<file path="src/rtl/lstm_seq_ctrl.sv">
// lstm_seq_ctrl: sequence controller upstream of the lstm cell.
// Steps x(t) into the cell one timestep at a time and keeps an h/c history buffer.
//
// Ports:
//   clk, rst        clock (rising edge), asynchronous active-low reset
//   i_start, i_len  start a sequence of i_len steps (clamped to TMAX), IDLE only
//   i_x_valid, i_x  upstream x vector; o_x_ready accepts it
//   o_x, o_sel      registered x and h(t-1) select to the cell (sel=0 zeroes h)
//   i_h, i_c        cell outputs, captured into history once per step
//   o_busy, o_done  not-idle flag, one-cycle end-of-sequence pulse
//   o_step          current timestep index
//   i_rd_addr       history read address; o_rd_h/o_rd_c valid one cycle later
module lstm_seq_ctrl #(
    parameter int WIDTH = 32,
    parameter int NUM   = 3,
    parameter int TMAX  = 8,
    parameter int LAT   = 1,
    parameter int AW    = 3
) (
    input  logic                      clk,
    input  logic                      rst,
    input  logic                      i_start,
    input  logic [AW:0]               i_len,
    input  logic                      i_x_valid,
    input  logic [(NUM-1)*WIDTH-1:0]  i_x,
    output logic                      o_x_ready,
    output logic [(NUM-1)*WIDTH-1:0]  o_x,
    output logic                      o_sel,
    input  logic [WIDTH-1:0]          i_h,
    input  logic [WIDTH-1:0]          i_c,
    output logic                      o_busy,
    output logic                      o_done,
    output logic [AW-1:0]             o_step,
    input  logic [AW-1:0]             i_rd_addr,
    output logic [WIDTH-1:0]          o_rd_h,
    output logic [WIDTH-1:0]          o_rd_c
);

    localparam int XW = (NUM-1)*WIDTH;
    localparam int CW = $clog2(LAT+1);

    typedef enum logic [1:0] {
        S_IDLE,
        S_LOAD,
        S_WAIT,
        S_DONE
    } state_e;

    state_e            state_q;
    logic [AW:0]       len_q;
    logic [AW:0]       len_d;
    logic [AW-1:0]     step_q;
    logic [CW-1:0]     wcnt_q;
    logic [XW-1:0]     x_q;
    logic              sel_q;
    logic              busy_q;
    logic              done_q;
    logic [WIDTH-1:0]  rd_h_q;
    logic [WIDTH-1:0]  rd_c_q;
    logic              cap;
    logic              last_step;

    logic [WIDTH-1:0]  hist_h [TMAX];
    logic [WIDTH-1:0]  hist_c [TMAX];

    always_comb begin
        len_d = i_len;
        if (i_len > (AW+1)'(TMAX)) begin
            len_d = (AW+1)'(TMAX);
        end
    end

    // Capture happens on the last WAIT cycle, when the cell output has settled.
    assign cap       = (state_q == S_WAIT) && (wcnt_q == CW'(1));
    assign last_step = ({1'b0, step_q} == (len_q - (AW+1)'(1)));

    always_ff @(posedge clk or negedge rst) begin
        if (!rst) begin
            state_q <= S_IDLE;
            len_q   <= '0;
            step_q  <= '0;
            wcnt_q  <= '0;
            x_q     <= '0;
            sel_q   <= 1'b0;
            busy_q  <= 1'b0;
            done_q  <= 1'b0;
            rd_h_q  <= '0;
            rd_c_q  <= '0;
        end else begin
            done_q <= 1'b0;
            rd_h_q <= hist_h[i_rd_addr];
            rd_c_q <= hist_c[i_rd_addr];
            unique case (state_q)
                S_IDLE: begin
                    if (i_start) begin
                        len_q  <= len_d;
                        step_q <= '0;
                        busy_q <= 1'b1;
                        if (len_d == '0) begin
                            state_q <= S_DONE;
                            done_q  <= 1'b1;
                            sel_q   <= 1'b0;
                        end else begin
                            state_q <= S_LOAD;
                        end
                    end
                end
                S_LOAD: begin
                    if (i_x_valid) begin
                        x_q     <= i_x;
                        // First step of every sequence forces h(t-1)=0.
                        sel_q   <= (step_q != '0);
                        wcnt_q  <= CW'(LAT);
                        state_q <= S_WAIT;
                    end
                end
                S_WAIT: begin
                    wcnt_q <= wcnt_q - CW'(1);
                    if (cap) begin
                        if (last_step) begin
                            state_q <= S_DONE;
                            done_q  <= 1'b1;
                            sel_q   <= 1'b0;
                        end else begin
                            step_q  <= step_q + AW'(1);
                            state_q <= S_LOAD;
                        end
                    end
                end
                S_DONE: begin
                    state_q <= S_IDLE;
                    busy_q  <= 1'b0;
                end
                default: begin
                    state_q <= S_IDLE;
                end
            endcase
        end
    end

    // History is intentionally not reset; readers only trust completed sequences.
    always_ff @(posedge clk) begin
        if (cap) begin
            hist_h[step_q] <= i_h;
            hist_c[step_q] <= i_c;
        end
    end

    assign o_x_ready = (state_q == S_LOAD);
    assign o_x       = x_q;
    assign o_sel     = sel_q;
    assign o_busy    = busy_q;
    assign o_done    = done_q;
    assign o_step    = step_q;
    assign o_rd_h    = rd_h_q;
    assign o_rd_c    = rd_c_q;

endmodule

</file>
<file path="config.mk">
export PLATFORM = sky130hd
export DESIGN_NAME = lstm_seq_ctrl
export DESIGN_NICKNAME = d
export VERILOG_FILES = /design/src/rtl/lstm_seq_ctrl.sv
export SDC_FILE = /design/constraint.sdc
export NUM_CORES = 1
export LEC_CHECK = 0
export CAP_MARGIN = 10
export CORE_MARGIN = 2
export CORE_UTILIZATION = 46
export CTS_BUF_LIST = sky130_fd_sc_hd__clkbuf_16
export CTS_CLUSTER_SIZE = 14
export DETAILED_ROUTE_END_ITERATION = 7
export PLACE_DENSITY = 0.7
export SYNTH_ARGS = -nofsm -noshare
export SYNTH_HDL_FRONTEND = slang
export SYNTH_SLANG_ARGS = --single-unit
</file>
<file path="constraint.sdc">
create_clock -name clk -period 5.9 [get_ports clk]
set_clock_uncertainty 0.1 [all_clocks]
set_input_delay 1.18 -clock clk [delete_from_list [all_inputs] [get_ports clk]]
set_output_delay 1.18 -clock clk [all_outputs]
set_load 0.01 [all_outputs]
</file>
Yosys cells after proc, flatten, opt, wreduce, memory -nomap -nowiden --
Memories as Yosys holds them, arrays and structs flattened. A register that Yosys moved wholly into a read port is not among the register bits. Cells that the tools add are included.
Word-level totals: register bits 77, bits in writable memories 512, input bits 139, logic and storage cells 69, memories kept 2
Cells by class: add/subtract/negate cells 3, magnitude comparators 1, eq/ne operators 10, multiplexer cells 28, reduce and logical (&&, ||, !) cells 17
Memory list:
- hist_c | words 8, width 32, rd ports 1, clocked after memory_dff 1, wr ports 1, RTL line 64 | logic [WIDTH-1:0] hist_c [TMAX];
- hist_h | words 8, width 32, rd ports 1, clocked after memory_dff 1, wr ports 1, RTL line 63 | logic [WIDTH-1:0] hist_h [TMAX];
Operators with widths (count):
- 1-bit 2-to-1 mux | 13
- 2-bit inequality test, second input constant | 6
- 2-bit 2-to-1 mux | 5
- 3-bit 2-to-1 mux | 3
- 2-bit case mux with 4 select lines | 1
- 2-bit AND reduction | 4
- 1-bit case mux with 2 select lines | 3
- 3-bit case mux with 2 select lines | 1
- 6-bit AND reduction | 1
- 2-bit nonzero test | 3
- 3-bit nonzero test | 2
- 2-bit equality test, second input constant | 2
- 3-bit by 4-bit equality test with 1-bit output | 1
- 4-bit greater-than comparator, second input constant | 1
- 4-bit logical NOT | 1
- 4-bit 2-to-1 mux | 1
- 4-bit AND reduction | 1
- 4-bit by 1-bit subtractor with 4-bit output, second input constant | 1
- 3-bit by 1-bit adder with 3-bit output, second input constant | 1
- 1-bit case mux with 3 select lines | 1
- 3-bit AND reduction | 1
- 2-bit by 1-bit equality test with 1-bit output, second input constant | 1
- 1-bit logical NOT | 2
- 2-bit logical NOT | 1
- other kinds (2) | 2

Logic depth before layout (Yosys ltp) --
Gate-level depths: netlist of run 1.
depth after elaboration 6, mapped depth 6, depth with buffers taken out 6

Least setup slack after synthesis of run 1 --
OpenSTA, ideal clock, no wires.
path type flip-flop to flip-flop, start register state_q[1], end memory hist_c[0][0], enable pin, library setup time 0.565 ns, data arrival time 5.291 ns, slack -0.056 ns, cell stages (with the launch flop) 5, path through dfrtp_1 > clkbuf_1 > and3b_1 > nand2_1 > nor3_1
On the way: longest elaborated chain between the ends 4
RTL lines:
- from (decl) | RTL line 49 | state_e state_q;
- from (signal assigned) | RTL line 79 | state_q <= S_IDLE;
- from (signal assigned) | RTL line 100 | state_q <= S_DONE;
- from (signal assigned) | RTL line 104 | state_q <= S_LOAD;
- 2-bit equality test | RTL line 74 | assign cap = (state_q == S_WAIT) && (wcnt_q == CW'(1));
- 1-bit logical AND | RTL line 74
- 1-bit 2-to-1 mux | RTL line 143 | if (cap) begin
- 1-bit 2-to-1 mux (implied by the code) | RTL line 145 | hist_c[step_q] <= i_c;
- to (decl) | RTL line 64
Every way passes these cells.

Worst setup path in the final report of run 1 --
start register state_q[1], end output port o_x_ready
On the way: longest elaborated chain between the ends 1
RTL lines:
- 2-bit by 1-bit equality test with 1-bit output | RTL line 149 | assign o_x_ready = (state_q == S_LOAD);
- to (decl) | RTL line 26 | output logic o_x_ready,
Every way passes these cells.

==> results.py, run 1 <==
metrics = {
    "status": {
        "outcome": "completed",
    },
    "setup_path": {
        "critical_path_buf_inv_count": 2,
        "path_cells": "nand2b_1, inv_1, clkdlybuf4s50_1",
        "arrival_ns": 1.94,
        "required_ns": 4.62,
        "start_kind": "flop",
        "critPathKind": "reg -> out",
        "r2r_start": "state_q[1]",
        "critPathTopFamily": "buffers and inverters",
        "crit_path_max_incr_delay_ns": 0.53,
        "cp_max_fo": 13,
        "crit_path_end_kind": "primary output",
        "crit_slowest_cell": "clkdlybuf4s50_1",
        "worstSetupStartpoint": "state_q[1]",
    },
    "drt": {
        "drt_iter0_drc": 648,
        "viasPerCell": 5.36,
        "vias": 11200,
        "dr.pass1.iters": 5,
        "wire_per_inst_um": 23.7,
        "drc": 0,
        "ant_nets": 0,
        "routed_wirelength_mm": 49.5,
    },
    "power_and_ir_drop": {
        "p_per_area_nw_per_um2": 382,
        "power_leakage_nw": 10.1,
        "p_sw_mw": 2.66,
        "power_mw": 11.3,
        "worst_ir_drop_vdd_mv": 0.286,
        "clockPowerShare_pct": 35.0,
        "comb_power_share_pct": 15.0,
        "seqPwrFrac_pct": 49.9,
        "p_int_mw": 8.66,
        "switching_share_pct": 23.5,
    },
    "die": {
        "io_pins": 274,
        "die_h_um": 232,
        "die_area_um2": 53800,
        "start_util_pct": 46.6,
        "num_rows": 83,
        "core_area_um2": 51300,
        "die_x_um": 232,
    },
    "timing": {
        "rsz0062_at_grt": "false",
        "final-setup-viol-count": 0,
        "hold_viol": 0,
        "fin_tns_setup_ns": 0,
        "finalCritPeriodShare_pct": 54.5,
        "tightest_slew_ns": 1.14,
        "fmax_mhz": 311,
        "slew_violations": 0,
        "final.min_clock_period_ns": 3.22,
        "max_slew_margin_pct": 23.7,
    },
    "grt": {
        "grtUsageTotal_pct": 18.6,
        "antenna_found_initial": 9,
        "grt_pass1_wl_mm": 73.2,
        "grt_max_degree": 142,
        "grt_pass1_vias": 11900,
        "grt_overflow": 0,
    },
    "layout": {
        "design_area_um2": 29700,
        "drive_gt1_share_pct": 22.8,
        "fillCellCount": 3748,
        "final_nets": 1490,
        "multiInputGateArea_um2": 4840,
        "area_growth_pct": 24.1,
        "seqCellArea_um2": 18900,
    },
    "placed_design": {
        "hpwlAfterDp_mm": 28.2,
        "port_buffers": 273,
        "postPlaceCellArea_um2": 27600,
        "globalplace.congestion": 0.720,
    },
    "yosys": {
        "synth_edf_count": 512,
        "netlist_top_cells_area": "edfxtp_1 (64%), dfrtp_1 (15%), mux4_2 (12%), mux2_1 (3.1%), mux2_2 (3.0%)",
        "async_flop_share_pct": 21.6,
        "syn_nets": 1171,
        "synth_area_per_cell_um2": 23.2,
        "yosysMostFrequentCell": "edfxtp_1",
        "synth_area_um2": 23900,
        "ys_types": 36,
        "synthCells": 1029,
        "synth_top_area_cell": "edfxtp_1",
        "yosysSeqAreaShare_pct": 79.1,
        "ys_warn_count": 0,
        "synth_top_area_share_pct": 64.3,
        "synthFlopType": "edfxtp_1",
        "ys_ff_latch": 653,
        "ys_top_cells_by_count": "edfxtp_1 (512), dfrtp_1 (141), mux4_2 (128)",
    },
    "cts": {
        "clockRootBuffer": "clkbuf_16",
        "h-tree-depth": 3,
        "cts_sinks": 653,
        "clk_pin_slew_worst_paths_ns": 0.06,
        "cts_buffers": 67,
        "worstSkewPairLatency_ns": 0.59,
        "clockBufferDepth": 3,
        "post_cts_buffers": 0,
        "cts_tree": "built",
        "post_cts_resized": 0,
        "cts_hold_buf": 0,
    },
    "worst_hold_path": {
        "min_from": "o_x[3]",
        "hp-class": "reg -> reg",
    },
    "flow_run": {
        "maxCapViolCount": 0,
    },
}
## layout make-up
cell class | instances | share of cell area, %
Sequential cell | 653 | 63.7
Inverter | 9 | 0.114
Clock inverter | 53 | 1.13
Tap cell | 680 | 2.87
Multi-Input combinational cell | 322 | 16.3
Clock buffer | 70 | 5.91
Timing Repair Buffer | 295 | 9.91
Antenna cell | 1 | 0.00844
## flip-flops by register name, indices dropped and copies added (netlist names)
name	count
o_sel	1
o_step	3
hist_c	256
state_q	2
o_x	64
o_busy	1
o_rd_c	32
len_q	4
hist_h	256
o_done	1
wcnt_q	1
o_rd_h	32
## metrics by stage
stage	std cells	utilization, %	setup slack, ns	hold WS (ns)
2_1_floorplan	1029	-	1.66	0.379
6_report	2083	57.8	2.68	0.387
3_3_place_gp	1959	53.7	2.43	0.372
3_5_place_dp	1959	53.7	2.39	0.380
4_1_cts	2082	57.8	2.65	0.393
5_1_grt	2083	57.8	2.59	0.397
## final timing paths
path | endpoint | slack [ns] | depth (start not counted)
setup / recovery | o_x_ready | 2.68 | 3
hold / removal | o_x[3] | 0.39 | 1
setup reg to reg | hist_c[0][8] | 2.96 | 5
hold reg to reg | o_x[3] | 0.39 | 1
max in group asynchronous | o_rd_h[27] | 4.36 | 2
min in group asynchronous | o_x[57] | 0.60 | 2
## logic make-up (layout without fill, tap and decap cells)
| family | count (synthesis) | count (layout) | share of synthesized area, % |
|---|---|---|---|
| multiplexers | 260 | 260 | 18.3 |
| other | 0 | 1 | 0 |
| adder cells (fa/ha/maj) | 3 | 3 | 0.157 |
| AND/OR/NAND/NOR | 38 | 38 | 0.827 |
| AO/OA/AOI/OAI | 17 | 17 | 0.476 |
| XOR/XNOR | 4 | 4 | 0.209 |
| flip-flops | 653 | 653 | 79.1 |
| buffers and inverters | 54 | 427 | 0.973 |
## per-layer routing
layer	track usage, %	vias to the layer above	part of all wire [%]
met5	0	-	0.18
li1	-	4854	-
met3	4.37	87	7.0
met2	31.4	382	50
met1	24.0	5832	41
met4	6.05	14	2.2
## placed cells by master (no fill, tap or decap), types with 3 or more instances in the layout
| cell type | netlist | routed |
|---|---|---|
| a21oi_1 | 3 | 3 |
| buf_12 | 0 | 3 |
| buf_4 | 2 | 20 |
| bufinv_16 | 0 | 3 |
| clkbuf_16 | 0 | 70 |
| clkdlybuf4s50_1 | 0 | 269 |
| clkinv_1 | 0 | 6 |
| clkinv_2 | 0 | 9 |
| dfrtp_1 | 141 | 141 |
| edfxtp_1 | 512 | 512 |
| ha_1 | 3 | 3 |
| inv_1 | 7 | 36 |
| mux2_1 | 66 | 66 |
| mux2_2 | 64 | 64 |
| mux4_2 | 128 | 128 |
| nand2_1 | 14 | 14 |
| nand2b_1 | 3 | 3 |
| nand3b_1 | 3 | 3 |
| nor2_4 | 0 | 6 |
| o21ai_1 | 5 | 5 |
| o2bb2ai_1 | 3 | 3 |
| xnor2_1 | 3 | 3 |
## worst register-to-register path: stages (launching register included)
cell,delay (ns)
dfrtp_1,0.55
and3b_1,0.27
nand2_1,0.26
nor3_4,0.20
buf_4,0.52
buf_4,0.65
## power groups by stage
| stage | combinational (mW) | clock (mW) | sequential, mW |
|---|---|---|---|
| after floorplan | 0.667 | 0 | 5.82 |
| after global placement | 1.70 | 0 | 5.74 |
| after detailed placement | 1.73 | 0 | 5.76 |
| after CTS | 1.74 | 4.06 | 5.67 |
| after global routing | 1.83 | 4.26 | 5.70 |
| final | 1.70 | 3.97 | 5.65 |
No activity file was read; power rests on OpenSTA's default activity.
==> inputs of run 2 (changes only) <==
Clock period 5.9 ns to 2.9 ns, I/O delays scaled along.
==> run 2 against run 1 <==
  * Clock power grew 110%
  * Sequential share of layout area shrank 1.0 points
  * Worst hold slack lost 0.050 ns
  * Largest power group unchanged
  * Critical path depth is the same
  * Combinational power grew 110%
  * Clock-buffer cell count grew 2
  * Flip-flop and latch count is the same
  * Largest cell class unchanged
==> results.py, run 2 (same netlist as run 1, synthesis figures left out) <==
metrics = {
    "drt": {
        "wire_per_inst_um": 23.1,
        "drt_iter0_drc": 742,
        "viasPerCell": 5.34,
        "vias": 11200,
        "routed_wirelength_mm": 48.7,
        "drc": 0,
        "ant_nets": 0,
        "dr.pass1.iters": 7,
    },
    "status": {
        "outcome": "completed",
    },
    "power_and_ir_drop": {
        "worst_ir_drop_vdd_mv": 0.524,
        "p_per_area_nw_per_um2": 773,
        "power_leakage_nw": 10.3,
    },
    "placed_design": {
        "globalplace.congestion": 0.722,
        "port_buffers": 273,
        "pre_cts_slack_ns": 0.417,
        "hpwlAfterDp_mm": 28.2,
        "placedCellCount": 1974,
    },
    "layout": {
        "final_common_cell": "edfxtp_1",
        "drive_gt1_share_pct": 24.0,
        "final_nets": 1508,
        "multiInputGateArea_um2": 4840,
        "stdcell_count": 2105,
        "area_growth_pct": 26.1,
        "seqCellArea_um2": 18900,
        "fillCellCount": 3737,
        "layout_common_cells": "edfxtp_1 (512), clkdlybuf4s50_1 (269), dfrtp_1 (141), mux4_2 (128), clkbuf_16 (72)",
        "postLayoutCoreUtil_pct": 58.8,
    },
    "flow_run": {
        "maxCapViolCount": 0,
    },
    "setup_path": {
        "critPathTopFamily": "buffers and inverters",
        "arrival_ns": 1.95,
        "crit_slowest_cell": "clkdlybuf4s50_1",
        "worst-r2r-cell-count": 4,
        "start_kind": "flop",
        "path_cells": "nand2b_1, inv_1, clkdlybuf4s50_1",
        "required_ns": 2.22,
        "cp_max_fo": 13,
        "critical_path_buf_inv_count": 2,
        "path_depth": 3,
        "crit_path_end_kind": "primary output",
        "critPathKind": "reg -> out",
        "crit_path_max_incr_delay_ns": 0.53,
    },
    "grt": {
        "grt_pass1_wl_mm": 73.4,
        "antenna_found_initial": 5,
        "grt_max_degree": 80,
        "grtUsageTotal_pct": 18.5,
        "grt_overflow": 0,
        "grt_pass1_vias": 11900,
    },
    "timing": {
        "max_slew_margin_pct": 60.4,
        "rsz0062_at_grt": "false",
        "tightest_slew_ns": 0.593,
        "finalCritPeriodShare_pct": 90.9,
        "worst_slack_ns": 0.265,
        "final-setup-viol-count": 0,
        "fmax_mhz": 380,
        "slew_violations": 0,
        "final.min_clock_period_ns": 2.63,
        "hold_viol": 0,
    },
    "die": {
        "die_h_um": 232,
        "core_area_um2": 51300,
        "die_x_um": 232,
        "num_rows": 83,
        "start_util_pct": 46.6,
        "io_pins": 274,
        "die_area_um2": 53800,
    },
    "cts": {
        "clk_pin_slew_worst_paths_ns": 0.06,
        "clockBufferDepth": 3,
        "h-tree-depth": 3,
        "clockRootBuffer": "clkbuf_16",
        "cts_tree": "built",
        "cts_sinks": 653,
        "worstSkewPairLatency_ns": 0.60,
        "cts_buffers": 69,
        "post_cts_resized": 0,
    },
    "worst_hold_path": {
        "hp-class": "in -> async",
    },
}
## run 2: cell count changes in the layout (fill, tap and decap cells not counted), sizes merged, moves of 2 or more
cell | previous run | this run
clkinv | 17 | 27
inv | 41 | 31
clkbuf | 70 | 72
diode | 1 | 3
buf | 26 | 41
## run 2: power by group
group          switching, mW  total, mW  internal [mW]  leakage, nW
registers              0.427       11.5           11.0         6.27
logic                   1.54       3.55           2.01         2.87
clock network           3.44       8.29           4.85         1.12
total                   5.40       23.3           17.9         10.3
## run 2: final timing paths
path | endpoint | from | slack (ns)
setup reg to reg | hist_c[2][8] | state_q[1] | 0.66
max in group asynchronous | o_rd_h[27] | rst | 1.58
hold reg to reg | o_x[14] | o_x[14] | 0.39
setup / recovery | o_x_ready | state_q[1] | 0.27
hold / removal | o_x[27] | rst | 0.34
min in group clk | o_x[14] | o_x[14] | 0.39
## run 2: cell type report
cell class	count	share of cell area (%)
clock inverters	55	1.20
flip-flops and latches	653	62.7
clock buffers	72	5.98
diodes	3	0.0249
multi-input cells	322	16.1
inverters	9	0.112
repair buffers	311	11.1
well taps	680	2.82
## run 2: metal layers
layer | global-route usage (%) | vias up | wire, um
li1 | - | 4893 | -
met1 | 24.1 | 5912 | 20200
met2 | 31.0 | 356 | 24200
met3 | 4.70 | 68 | 3340
met4 | 5.61 | 6 | 862
met5 | 0 | - | 44
## run 2: worst reg2reg max path: cells and delay by family, from the launching register on
family / cells / cell delay, ns
simple gates: 3 / 0.99
buf+inv: 1 / 0.29
flops: 1 / 0.55
## run 2: per-stage QoR
| step | instance area, um^2 | setup TNS, ns | power, mW | hold slack (ns) |
|---|---|---|---|---|
| 2_1_floorplan | 24000 | -68.07 | 13.2 | 0.184 |
| 3_3_place_gp | 28000 | 0 | 15.2 | 0.371 |
| 3_5_place_dp | 28000 | 0 | 15.3 | 0.374 |
| 4_1_cts | 30100 | 0 | 23.6 | 0.305 |
| 5_1_grt | 30100 | 0 | 24.3 | 0.331 |
| 6_report | 30100 | 0 | 23.3 | 0.337 |
## run 2: what timing repair did
action / 4_1_cts / 5_1_grt
hold buffers: 1 / 0
buffers inserted: 0 / 0
hold endpoints to repair: 25 / 0
==> inputs of run 3 (changes only) <==
Settings changed: SLEW_MARGIN set to 20.
==> results of run 3 <==
Final layout, timing and power as in run 2 (identical DEF).
